File: src/rtl/ex_stage_pkg.sv
// Pipeline definitions shared by decode and EX: operation encodings, widths,
// reserved constants and the EX/MEM latch payload.
package ex_stage_pkg;

  localparam int unsigned DATA_W         = 32;
  localparam int unsigned REG_AW         = 5;
  localparam int unsigned ALUOP_W        = 8;
  localparam int unsigned ALUSEL_W       = 3;
  localparam int unsigned DIV_CYCLES_DEF = 32;

  localparam logic [DATA_W-1:0] ZEROWORD   = '0;
  localparam logic [REG_AW-1:0] NOPREGADDR = '0;

  localparam logic WRITE_ENABLE  = 1'b1;
  localparam logic WRITE_DISABLE = 1'b0;
  localparam logic READ_ENABLE   = 1'b1;
  localparam logic READ_DISABLE  = 1'b0;

  typedef enum logic [ALUSEL_W-1:0] {
    RES_NOP   = 3'b000,
    RES_LOGIC = 3'b001,
    RES_SHIFT = 3'b010,
    RES_ARITH = 3'b100,
    RES_DIV   = 3'b101
  } alusel_e;

  typedef enum logic [ALUOP_W-1:0] {
    ALU_NOP  = 8'b0000_0000,
    ALU_SRL  = 8'b0000_0010,
    ALU_SRA  = 8'b0000_0011,
    ALU_DIV  = 8'b0001_1010,
    ALU_DIVU = 8'b0001_1011,
    ALU_ADDU = 8'b0010_0001,
    ALU_SUBU = 8'b0010_0011,
    ALU_AND  = 8'b0010_0100,
    ALU_OR   = 8'b0010_0101,
    ALU_XOR  = 8'b0010_0110,
    ALU_NOR  = 8'b0010_0111,
    ALU_SLT  = 8'b0010_1010,
    ALU_SLTU = 8'b0010_1011,
    ALU_SLL  = 8'b0111_1100
  } aluop_e;

  typedef struct packed {
    logic              wreg;
    logic [REG_AW-1:0] wd;
    logic [DATA_W-1:0] wdata;
    logic              whilo;
    logic [DATA_W-1:0] hi;
    logic [DATA_W-1:0] lo;
  } exmem_t;

endpackage

File: src/rtl/ex_stage_if.sv
// Decode -> EX operation bundle, forwarding path back to decode, stall
// handshake with the pipeline controller and the EX/MEM latch outputs.
interface ex_stage_if;
  import ex_stage_pkg::*;

  logic [ALUOP_W-1:0]  aluop_i;
  logic [ALUSEL_W-1:0] alusel_i;
  logic [DATA_W-1:0]   reg1_i;
  logic [DATA_W-1:0]   reg2_i;
  logic [REG_AW-1:0]   wd_i;
  logic                wreg_i;
  logic                stall_i;
  logic                flush_i;

  logic                ex_wreg_o;
  logic [REG_AW-1:0]   ex_wd_o;
  logic [DATA_W-1:0]   ex_wdata_o;
  logic                stallreq_o;

  logic                mem_wreg_o;
  logic [REG_AW-1:0]   mem_wd_o;
  logic [DATA_W-1:0]   mem_wdata_o;
  logic                mem_whilo_o;
  logic [DATA_W-1:0]   mem_hi_o;
  logic [DATA_W-1:0]   mem_lo_o;

  modport master (
    output aluop_i, alusel_i, reg1_i, reg2_i, wd_i, wreg_i, stall_i, flush_i,
    input  ex_wreg_o, ex_wd_o, ex_wdata_o, stallreq_o,
    input  mem_wreg_o, mem_wd_o, mem_wdata_o, mem_whilo_o, mem_hi_o, mem_lo_o
  );

  modport slave (
    input  aluop_i, alusel_i, reg1_i, reg2_i, wd_i, wreg_i, stall_i, flush_i,
    output ex_wreg_o, ex_wd_o, ex_wdata_o, stallreq_o,
    output mem_wreg_o, mem_wd_o, mem_wdata_o, mem_whilo_o, mem_hi_o, mem_lo_o
  );
endinterface

File: src/rtl/ex_stage_div_unit.sv
// Iterative radix-2 restoring divider with its own operand copies; signed
// divides run on magnitudes and the signs are restored on the way into DONE.
module div_unit
  import ex_stage_pkg::*;
#(
  parameter int unsigned DIV_CYCLES = DIV_CYCLES_DEF
) (
  input  logic              clk,
  input  logic              rst,
  input  logic              start,
  input  logic              signed_op,
  input  logic              abort,
  input  logic [DATA_W-1:0] op_a,
  input  logic [DATA_W-1:0] op_b,
  input  logic              hold,
  output logic              busy,
  output logic              done,
  output logic [DATA_W-1:0] quotient,
  output logic [DATA_W-1:0] remainder
);

  localparam int unsigned CNT_W = $clog2(DIV_CYCLES);

  typedef enum logic [1:0] {S_IDLE, S_BUSY, S_DONE} state_e;

  state_e                state_q;
  logic [CNT_W-1:0]      cnt_q;
  logic [2*DATA_W-1:0]   acc_q;      // {partial remainder, dividend/quotient}
  logic [DATA_W-1:0]     divisor_q;
  logic                  neg_quo_q;
  logic                  neg_rem_q;
  logic [DATA_W-1:0]     quo_q;
  logic [DATA_W-1:0]     rem_q;

  logic [DATA_W:0]       partial;
  logic [DATA_W+1:0]     diff;
  logic [2*DATA_W-1:0]   acc_step;
  logic [DATA_W-1:0]     a_mag;
  logic [DATA_W-1:0]     b_mag;

  // One shift-subtract step; a borrow means the trial subtraction is discarded.
  always_comb begin
    partial = {acc_q[2*DATA_W-1 -: DATA_W], acc_q[DATA_W-1]};
    diff    = {1'b0, partial} - {2'b00, divisor_q};
    if (diff[DATA_W+1]) begin
      acc_step = {partial[DATA_W-1:0], acc_q[DATA_W-2:0], 1'b0};
    end else begin
      acc_step = {diff[DATA_W-1:0], acc_q[DATA_W-2:0], 1'b1};
    end
    a_mag = (signed_op && op_a[DATA_W-1]) ? (ZEROWORD - op_a) : op_a;
    b_mag = (signed_op && op_b[DATA_W-1]) ? (ZEROWORD - op_b) : op_b;
  end

  always_ff @(posedge clk) begin
    if (rst || abort) begin
      state_q   <= S_IDLE;
      cnt_q     <= '0;
      acc_q     <= '0;
      divisor_q <= '0;
      neg_quo_q <= 1'b0;
      neg_rem_q <= 1'b0;
      quo_q     <= '0;
      rem_q     <= '0;
    end else begin
      case (state_q)
        S_IDLE: begin
          if (start) begin
            cnt_q     <= '0;
            acc_q     <= {ZEROWORD, a_mag};
            divisor_q <= b_mag;
            neg_quo_q <= signed_op & (op_a[DATA_W-1] ^ op_b[DATA_W-1]);
            neg_rem_q <= signed_op & op_a[DATA_W-1];
            // Zero divisor short-circuits straight to the architected result.
            if (op_b == ZEROWORD) begin
              state_q <= S_DONE;
              quo_q   <= '1;
              rem_q   <= op_a;
            end else begin
              state_q <= S_BUSY;
            end
          end
        end
        S_BUSY: begin
          acc_q <= acc_step;
          cnt_q <= cnt_q + 1'b1;
          if (cnt_q == CNT_W'(DIV_CYCLES - 1)) begin
            state_q <= S_DONE;
            quo_q   <= neg_quo_q ? (ZEROWORD - acc_step[DATA_W-1:0])
                                 : acc_step[DATA_W-1:0];
            rem_q   <= neg_rem_q ? (ZEROWORD - acc_step[2*DATA_W-1 -: DATA_W])
                                 : acc_step[2*DATA_W-1 -: DATA_W];
          end
        end
        S_DONE: begin
          if (!hold) state_q <= S_IDLE;
        end
        default: state_q <= S_IDLE;
      endcase
    end
  end

  assign busy      = (state_q == S_BUSY);
  assign done      = (state_q == S_DONE);
  assign quotient  = quo_q;
  assign remainder = rem_q;

endmodule

File: src/rtl/ex_stage.sv
// MIPS execute stage: single-cycle ALU, forwarding to decode, iterative divide
// with pipeline stall request, and the EX/MEM pipeline latch.
module ex_stage
  import ex_stage_pkg::*;
#(
  parameter int unsigned DIV_CYCLES = DIV_CYCLES_DEF
) (
  input logic       clk,
  input logic       rst,
  ex_stage_if.slave bus
);

  logic [DATA_W-1:0] result;
  logic              op_valid;
  logic              sel_div;
  logic              div_busy;
  logic              div_done;
  logic [DATA_W-1:0] div_quo;
  logic [DATA_W-1:0] div_rem;
  logic              stallreq;
  exmem_t            exmem_q;
  exmem_t            exmem_d;

  assign sel_div = (bus.alusel_i == RES_DIV);

  div_unit #(.DIV_CYCLES(DIV_CYCLES)) u_div (
    .clk       (clk),
    .rst       (rst),
    .start     (sel_div),
    .signed_op (bus.aluop_i == ALU_DIV),
    .abort     (bus.flush_i),
    .op_a      (bus.reg1_i),
    .op_b      (bus.reg2_i),
    .hold      (bus.stall_i),
    .busy      (div_busy),
    .done      (div_done),
    .quotient  (div_quo),
    .remainder (div_rem)
  );

  // Single-cycle result mux; anything not recognised yields 0 and no write.
  always_comb begin
    result   = ZEROWORD;
    op_valid = 1'b0;
    case (bus.alusel_i)
      RES_LOGIC: begin
        op_valid = 1'b1;
        case (bus.aluop_i)
          ALU_OR:  result = bus.reg1_i | bus.reg2_i;
          ALU_AND: result = bus.reg1_i & bus.reg2_i;
          ALU_XOR: result = bus.reg1_i ^ bus.reg2_i;
          ALU_NOR: result = ~(bus.reg1_i | bus.reg2_i);
          default: op_valid = 1'b0;
        endcase
      end
      RES_SHIFT: begin
        op_valid = 1'b1;
        case (bus.aluop_i)
          ALU_SLL: result = bus.reg2_i << bus.reg1_i[4:0];
          ALU_SRL: result = bus.reg2_i >> bus.reg1_i[4:0];
          ALU_SRA: result = DATA_W'($signed(bus.reg2_i) >>> bus.reg1_i[4:0]);
          default: op_valid = 1'b0;
        endcase
      end
      RES_ARITH: begin
        op_valid = 1'b1;
        case (bus.aluop_i)
          ALU_ADDU: result = bus.reg1_i + bus.reg2_i;
          ALU_SUBU: result = bus.reg1_i - bus.reg2_i;
          ALU_SLT:  result = DATA_W'($signed(bus.reg1_i) < $signed(bus.reg2_i));
          ALU_SLTU: result = DATA_W'(bus.reg1_i < bus.reg2_i);
          default:  op_valid = 1'b0;
        endcase
      end
      default: ;
    endcase
  end

  // A flush squashes the divide, so it also withdraws the stall request.
  assign stallreq = ~bus.flush_i & ((sel_div & ~div_busy & ~div_done) | div_busy);

  assign bus.stallreq_o = stallreq;
  assign bus.ex_wreg_o  = bus.wreg_i & op_valid & ~stallreq;
  assign bus.ex_wd_o    = bus.wd_i;
  assign bus.ex_wdata_o = result;

  always_comb begin
    exmem_d = exmem_q;
    if (!bus.stall_i) begin
      if (stallreq) begin
        exmem_d = '0;
      end else begin
        exmem_d.wreg  = bus.wreg_i & op_valid;
        exmem_d.wd    = bus.wd_i;
        exmem_d.wdata = result;
        exmem_d.whilo = sel_div & div_done;
        exmem_d.hi    = (sel_div & div_done) ? div_rem : ZEROWORD;
        exmem_d.lo    = (sel_div & div_done) ? div_quo : ZEROWORD;
      end
    end
  end

  always_ff @(posedge clk) begin
    if (rst || bus.flush_i) begin
      exmem_q <= '0;
    end else begin
      exmem_q <= exmem_d;
    end
  end

  assign bus.mem_wreg_o  = exmem_q.wreg;
  assign bus.mem_wd_o    = exmem_q.wd;
  assign bus.mem_wdata_o = exmem_q.wdata;
  assign bus.mem_whilo_o = exmem_q.whilo;
  assign bus.mem_hi_o    = exmem_q.hi;
  assign bus.mem_lo_o    = exmem_q.lo;

endmodule

File: src/flat_wrapper.sv
// flat-port wrapper written by rule: the top's interface ports become plain ports
module ex_stage_flat import ex_stage_pkg::*;
#(
  parameter int unsigned DIV_CYCLES = DIV_CYCLES_DEF
)
  (clk, rst, bus_aluop_i, bus_alusel_i, bus_reg1_i, bus_reg2_i, bus_wd_i, bus_wreg_i, bus_stall_i, bus_flush_i, bus_ex_wreg_o, bus_ex_wd_o, bus_ex_wdata_o, bus_stallreq_o, bus_mem_wreg_o, bus_mem_wd_o, bus_mem_wdata_o, bus_mem_whilo_o, bus_mem_hi_o, bus_mem_lo_o);
  ex_stage_if bus_i ();
  input logic clk;
  input logic rst;
  input wire logic [$bits(bus_i.aluop_i)-1:0] bus_aluop_i;
  input wire logic [$bits(bus_i.alusel_i)-1:0] bus_alusel_i;
  input wire logic [$bits(bus_i.reg1_i)-1:0] bus_reg1_i;
  input wire logic [$bits(bus_i.reg2_i)-1:0] bus_reg2_i;
  input wire logic [$bits(bus_i.wd_i)-1:0] bus_wd_i;
  input wire logic [$bits(bus_i.wreg_i)-1:0] bus_wreg_i;
  input wire logic [$bits(bus_i.stall_i)-1:0] bus_stall_i;
  input wire logic [$bits(bus_i.flush_i)-1:0] bus_flush_i;
  output wire logic [$bits(bus_i.ex_wreg_o)-1:0] bus_ex_wreg_o;
  output wire logic [$bits(bus_i.ex_wd_o)-1:0] bus_ex_wd_o;
  output wire logic [$bits(bus_i.ex_wdata_o)-1:0] bus_ex_wdata_o;
  output wire logic [$bits(bus_i.stallreq_o)-1:0] bus_stallreq_o;
  output wire logic [$bits(bus_i.mem_wreg_o)-1:0] bus_mem_wreg_o;
  output wire logic [$bits(bus_i.mem_wd_o)-1:0] bus_mem_wd_o;
  output wire logic [$bits(bus_i.mem_wdata_o)-1:0] bus_mem_wdata_o;
  output wire logic [$bits(bus_i.mem_whilo_o)-1:0] bus_mem_whilo_o;
  output wire logic [$bits(bus_i.mem_hi_o)-1:0] bus_mem_hi_o;
  output wire logic [$bits(bus_i.mem_lo_o)-1:0] bus_mem_lo_o;
  assign bus_i.aluop_i = bus_aluop_i;
  assign bus_i.alusel_i = bus_alusel_i;
  assign bus_i.reg1_i = bus_reg1_i;
  assign bus_i.reg2_i = bus_reg2_i;
  assign bus_i.wd_i = bus_wd_i;
  assign bus_i.wreg_i = bus_wreg_i;
  assign bus_i.stall_i = bus_stall_i;
  assign bus_i.flush_i = bus_flush_i;
  assign bus_ex_wreg_o = bus_i.ex_wreg_o;
  assign bus_ex_wd_o = bus_i.ex_wd_o;
  assign bus_ex_wdata_o = bus_i.ex_wdata_o;
  assign bus_stallreq_o = bus_i.stallreq_o;
  assign bus_mem_wreg_o = bus_i.mem_wreg_o;
  assign bus_mem_wd_o = bus_i.mem_wd_o;
  assign bus_mem_wdata_o = bus_i.mem_wdata_o;
  assign bus_mem_whilo_o = bus_i.mem_whilo_o;
  assign bus_mem_hi_o = bus_i.mem_hi_o;
  assign bus_mem_lo_o = bus_i.mem_lo_o;
  ex_stage #(.DIV_CYCLES(DIV_CYCLES)) u_core (.clk(clk), .rst(rst), .bus(bus_i));
endmodule
File: config.mk
export PLATFORM = sky130hd
export DESIGN_NAME = ex_stage_flat
export DESIGN_NICKNAME = d
export VERILOG_FILES = /design/src/rtl/ex_stage_pkg.sv /design/src/rtl/ex_stage_if.sv /design/src/rtl/ex_stage_div_unit.sv /design/src/rtl/ex_stage.sv /design/src/flat_wrapper.sv
export SDC_FILE = /design/constraint.sdc
export NUM_CORES = 1
export LEC_CHECK = 0
export BUFFER_PORTS_ARGS = -buffer_cell sky130_fd_sc_hd__buf_2
export CAP_MARGIN = 15
export CORE_AREA = 2 2 269 271
export CTS_CLUSTER_DIAMETER = 200
export DETAILED_ROUTE_END_ITERATION = 8
export DIE_AREA = 0 0 271 273
export GPL_TIMING_DRIVEN = 0
export PLACE_DENSITY = 0.6
export RECOVER_POWER = 50
export SLEW_MARGIN = 20
export SYNTH_ARGS = -nofsm -noshare
export SYNTH_HDL_FRONTEND = slang
export SYNTH_SLANG_ARGS = --single-unit
export TNS_END_PERCENT = 5
File: constraint.sdc
create_clock -name clk -period 22.9 [get_ports clk]
set_input_delay 5.725 -clock clk [delete_from_list [all_inputs] [get_ports clk]]
set_output_delay 5.725 -clock clk [all_outputs]
set_load 0.02 [all_outputs]
Word level (Yosys, flattened, before mapping):

Cells that the tools add are included.

* input port bits: 85
* output and inout port bits: 142
* flip-flop bits (word level): 272
* logic and storage cells: 114

* equal/unequal tests: 23
* bitwise gates (word level): 18
* reductions and logical operators: 13
* add/sub/neg operators: 8
* shift operators: 3
* magnitude comparators: 2
* mux-type cells: 33

Operator list (count)
* 2-to-1 mux 32 bit: 12
* one-hot mux 32 bit (4 select lines): 2
* one-hot mux 32 bit (3 select lines): 2
* 2-to-1 mux 64 bit: 2
* one-hot mux 32 bit (2 select lines): 2
* one-hot mux 64 bit (2 select lines): 1
* subtractor 1 x 32 -> 32 bit, first input constant: 4
* 2-to-1 mux 103 bit: 1
* == test 8 x 6 -> 1 bit, second input constant: 8
* < comparator 32 bit: 2
* subtractor 33 x 32 -> 34 bit: 1
* adder 32 bit: 1
* bitwise AND 32 bit: 1
* zero test 32 bit: 1
* NOT 32 bit: 1
* OR 32 bit: 1
* left shift 32 x 5 -> 32 bit: 1
* right shift 32 x 5 -> 32 bit: 1
* >>> shifter 32 x 5 -> 32 bit: 1
* subtractor 32 bit: 1
* bitwise XOR 32 bit: 1
* == test 8 x 2 -> 1 bit, second input constant: 2
* one-hot mux 5 bit (2 select lines): 1
* bitwise AND 1 bit: 8
* 28 further kinds: 42

Longest topological paths before layout:

* depth after elaboration: 8
* gate-level depth with buffers: 24
* mapped depth without buffers: 20

Modules after synthesis:

From an unflattened synthesis, not the netlist that was laid out.

* cells, all modules: 3341
* area, all modules: 25091.6 µm²

Modules (own cells, without submodules)
* ex_stage: instances 1, sequential area each 2062.0 µm², area an instance 12981.2 µm², cells each 1728
* div_unit: instances 1, sequential area each 3383.2 µm², area an instance 12110.4 µm², cells each 1613

Least setup slack after synthesis:

No wires, ideal clock.

* kind: input to output
* start: input port bus_reg1_i[2]
* end: output port bus_ex_wdata_o[28]
* data required time: 17.175 ns
* arrival time: 9.742 ns
* path buffers: 3
* path slack: 7.433 ns
* cell stages on the path: 16
* cells stage by stage: inv_1 buf_1 clkbuf_1 buf_1 ha_1 o21ba_2 o21bai_1 a21o_1 and4_1 o31a_1 o2111ai_1 a2111oi_1 nor4_1 nor2_1 xnor2_1 a211o_1

* longest elaborated chain between the ends: 3
* elaborated cells on any way between the ends: 8
* classes of those cells: 2 x add/sub; 3 x shift; 3 x mux

Ends and longest elaborated chain
* start, declared: line flat_wrapper.sv:12 `input wire logic [$bits(bus_i.reg1_i)-1:0] bus_reg1_i;`
* subtractor 32 bit, or another cell as far along: line ex_stage.sv:69 `ALU_SUBU: result = bus.reg1_i - bus.reg2_i;`
* one-hot mux 32 bit (4 select lines) / one-hot mux 32 bit (3 select lines) (equally long branches): line ex_stage.sv:67, ex_stage.sv:58
* one-hot mux 32 bit (3 select lines) (*): line ex_stage.sv:45 `case (bus.alusel_i)`
* end, declared: line flat_wrapper.sv:20 `output wire logic [$bits(bus_i.ex_wdata_o)-1:0] bus_ex_wdata_o;`

Every way passes the cells marked *; elsewhere a longest branch is shown, timed or not.

Final worst setup path:

* start: input port bus_reg1_i[1]
* end: output port bus_ex_wdata_o[29]

Same word-level chain as after synthesis.

==> run summary <==
# nets final - 3777
Avg Cell Area, Syn - 7.50 µm²
RSZ-0062 raised after global routing - false
total wire length - 128000 µm
Pleak - 10.6 nW
commonest non-fill, non-tap cells in the layout - 422 x nor2_1, 324 x clkbuf_1, 292 x a21oi_1, 272 x dfxtp_1, 249 x nand2_1
HP Class - flip-flop to flip-flop
final setup vio count - 0
Pre-Repair DR Iteration Count - 8
CP Max Fanout - 10
Root Buffer Master - clkbuf_16
Critical Path AT - 12.24 ns
Final min period - 17.96 ns
Multi-input gate area - 0.0175 mm²
critical path's slowest cell - o311ai_0
Layout Area Growth over Synthesis - 13.2%
Worst path max stage delay - 0.82 ns
synth warn - 0
Overall Power - 0.00153 W
largest net degree at the start of global routing - 16
Hold WS - 0.464 ns
max-cap viol count - 0
Final Hold Vio Count - 0
Die H - 273 µm
PortBufs - 223
# hold bufs at CTS - 0
DRC violations left - 0
WL per Instance - 28.3 µm
fin worst setup slack - 4.94 ns
fin crit share - 0.784
Rows - 98
Critical Path RT - 17.18 ns
fraction of layout cells with a size suffix above 1 - 0.0923
initial antenna violation count - 4
Sink Count - 272
clk_skew - 0.0207 ns
Initial Utilization - 0.348
Synth Register Bits - 272
prevailing post-synth register cell - dfxtp_1
CTS tree - yes
worst-path cell chain - clkbuf_1 -> clkbuf_1 -> buf_2 -> clkbuf_1 -> inv_1 -> ha_1 -> nor2_1 -> o21ai_0 -> o311ai_0 -> nand4_1 -> a31oi_1 -> o31ai_1 -> a31oi_1 -> o31ai_1 -> and3_1 -> or3_1 -> buf_2
Routed Antenna Nets - 0
die area - 0.0740 mm²
Startpoint Class - primary input
I/O pin cnt - 227
Rel. slew slack - 0.113
Starting DRT DRC Count - 3472
Fmax - 55.7 MHz
Setup crit end kind - primary output
fillers - 7648
Post-synth EDFFs - 0
DP HPWL - 103000 µm
Slew Viols, Final - 0
Num CTS Buffers - 31
Least-Margin Pin Slew - 1.32 ns
latest clock arrival within the worst-skew pair - 0.61 ns
H-tree depth - 1
most common cell after layout, fill and taps aside - nor2_1
Die W - 271 µm
vias in the first global route - 26400
status - finished, final reports clean
DP Worst Slack - 5.48 ns
Syn Nets - 3520
sequential fraction of the synthesis area - 0.220
total track usage - 0.332
top cell type by total area after synthesis - dfxtp_1
PwrDens - 54.5 mW/mm²
Resized Gates After CTS - 0
VDD IR-drop max - 48.9 µV
vias post-DR - 28600
overflow left after global routing - 0
DR vias/cell - 6.31
clk buf depth - 3
Synth top area share - 0.220
core area - 0.0710 mm²
Post-Synthesis Cells - 3295
most frequent CP cell - clkbuf_1
total negative setup slack - 0 ns
Reg clk slew, reported paths - 0.06 ns
first-pass GRT wire length - 184000 µm
Cell variety after synth - 98
routability cong. - 1.08
post-CTS setup buffer count - 0
Area contributors post-synth - dfxtp_1 22%, ha_1 6.9%, nor2_1 6.4%, mux4_2 6.4%, a21oi_1 5.9%
Post-Syn Area - 0.0247 mm²
Post-synth ARST share - 0
FF/Latch Area - 0.00545 mm²
critical path class - primary input to primary output
[cell families (layout without fill, tap and decap cells)]
family | count (synthesis) | count (layout) | synth area share
AOI/OAI and AO/OA | 1073 | 1073 | 0.285
xor gates and xnor gates | 144 | 144 | 0.0511
adders and majority gates | 140 | 140 | 0.0718
buffers and inverters | 446 | 728 | 0.0709
DFF | 272 | 272 | 0.220
muxes | 170 | 170 | 0.105
other | 0 | 3 | 0
and+or+nand+nor | 1050 | 1050 | 0.196
[synth_stat cells, drive strengths merged, types with 11 or more instances]
cell type  instances
a22oi             97
or2               16
nand4             27
or3               49
nor3              79
a211oi            75
o211ai            47
xnor2             94
a21oi            293
o22ai             17
nand2            250
a311oi            25
ha               137
o21bai            12
xor2              50
clkbuf           213
mux4              70
a31oi             42
a211o             13
o21ai            226
dfxtp            272
buf               57
nor2             423
nand3             64
o221ai            21
a21o              26
o21a              20
inv              175
o41ai             23
nand2b            11
and2              19
nor4              29
or4               19
o31ai             38
and3              24
mux2i             90
nor2b             14
[state kept, by name, summed over array words and instances, names as in the netlist]
register / cells
u_core.u_div.neg_quo_q: 1
u_core.u_div.cnt_q: 5
u_core.u_div.state_q: 2
u_core.bus.mem_wreg_o: 1
u_core.u_div.divisor_q: 32
u_core.u_div.remainder: 32
u_core.u_div.acc_q: 64
u_core.bus.mem_wdata_o: 32
u_core.bus.mem_wd_o: 5
u_core.u_div.neg_rem_q: 1
u_core.u_div.quotient: 32
u_core.bus.mem_hi_o: 32
u_core.bus.mem_whilo_o: 1
u_core.bus.mem_lo_o: 32
[worst paths after layout]
path / start / to / slack (ns) / cells past startpoint
hold reg to reg: u_core.bus.mem_wdata_o[23] / u_core.bus.mem_wdata_o[23] / 0.46 / 2
setup reg to reg: u_core.u_div.divisor_q[29] / u_core.u_div.remainder[28] / 16.74 / 24
setup / recovery: bus_reg1_i[1] / bus_ex_wdata_o[29] / 4.94 / 17
hold / removal: u_core.bus.mem_wdata_o[23] / u_core.bus.mem_wdata_o[23] / 0.46 / 2
[power by group]
group | internal (W) | switching, W | leakage (nW)
Combinational | 0.000164 | 0.000360 | 7.86
Clock | 0.000302 | 0.000218 | 0.508
Sequential | 0.000477 | 0.00000383 | 2.19
[critical path, delay by kind of cell]
family,cells,cell delay [ns]
adder cells (fa/ha/maj),1,0.47
AO/OA/AOI/OAI,6,2.38
buffers and inverters,6,2.67
AND/OR/NAND/NOR,4,0.97
[layer usage]
| layer | vias up | part of all wire | GRT usage | wire, µm |
|---|---|---|---|---|
| met3 | 395 | 0.10 | 0.0547 | 13000 |
| li1 | 12600 | - | - | - |
| met5 | - | 0 | 0 | 0 |
| met4 | 0 | 0.071 | 0.194 | 9170 |
| met2 | 1872 | 0.43 | 0.518 | 54800 |
| met1 | 13700 | 0.40 | 0.434 | 51300 |
[layout make-up]
type | count | area share
inverters | 176 | 0.0236
well taps | 950 | 0.0425
repair buffers | 224 | 0.0355
multi-input cells | 2577 | 0.627
clock inverters | 15 | 0.00613
diodes | 3 | 0.000268
clock buffers | 43 | 0.0315
flip-flops and latches | 272 | 0.195
plain buffers | 270 | 0.0390
[metrics by stage]
step	utilization	cell area, µm²	cells
6_report	0.394	28000	4530
2_1_floorplan	-	24700	3295
3_3_place_gp	0.380	27000	4468
3_5_place_dp	0.381	27000	4469
4_1_cts	0.396	28100	4527
5_1_grt	0.394	28000	4528
Power figures use the tool's default switching activity.
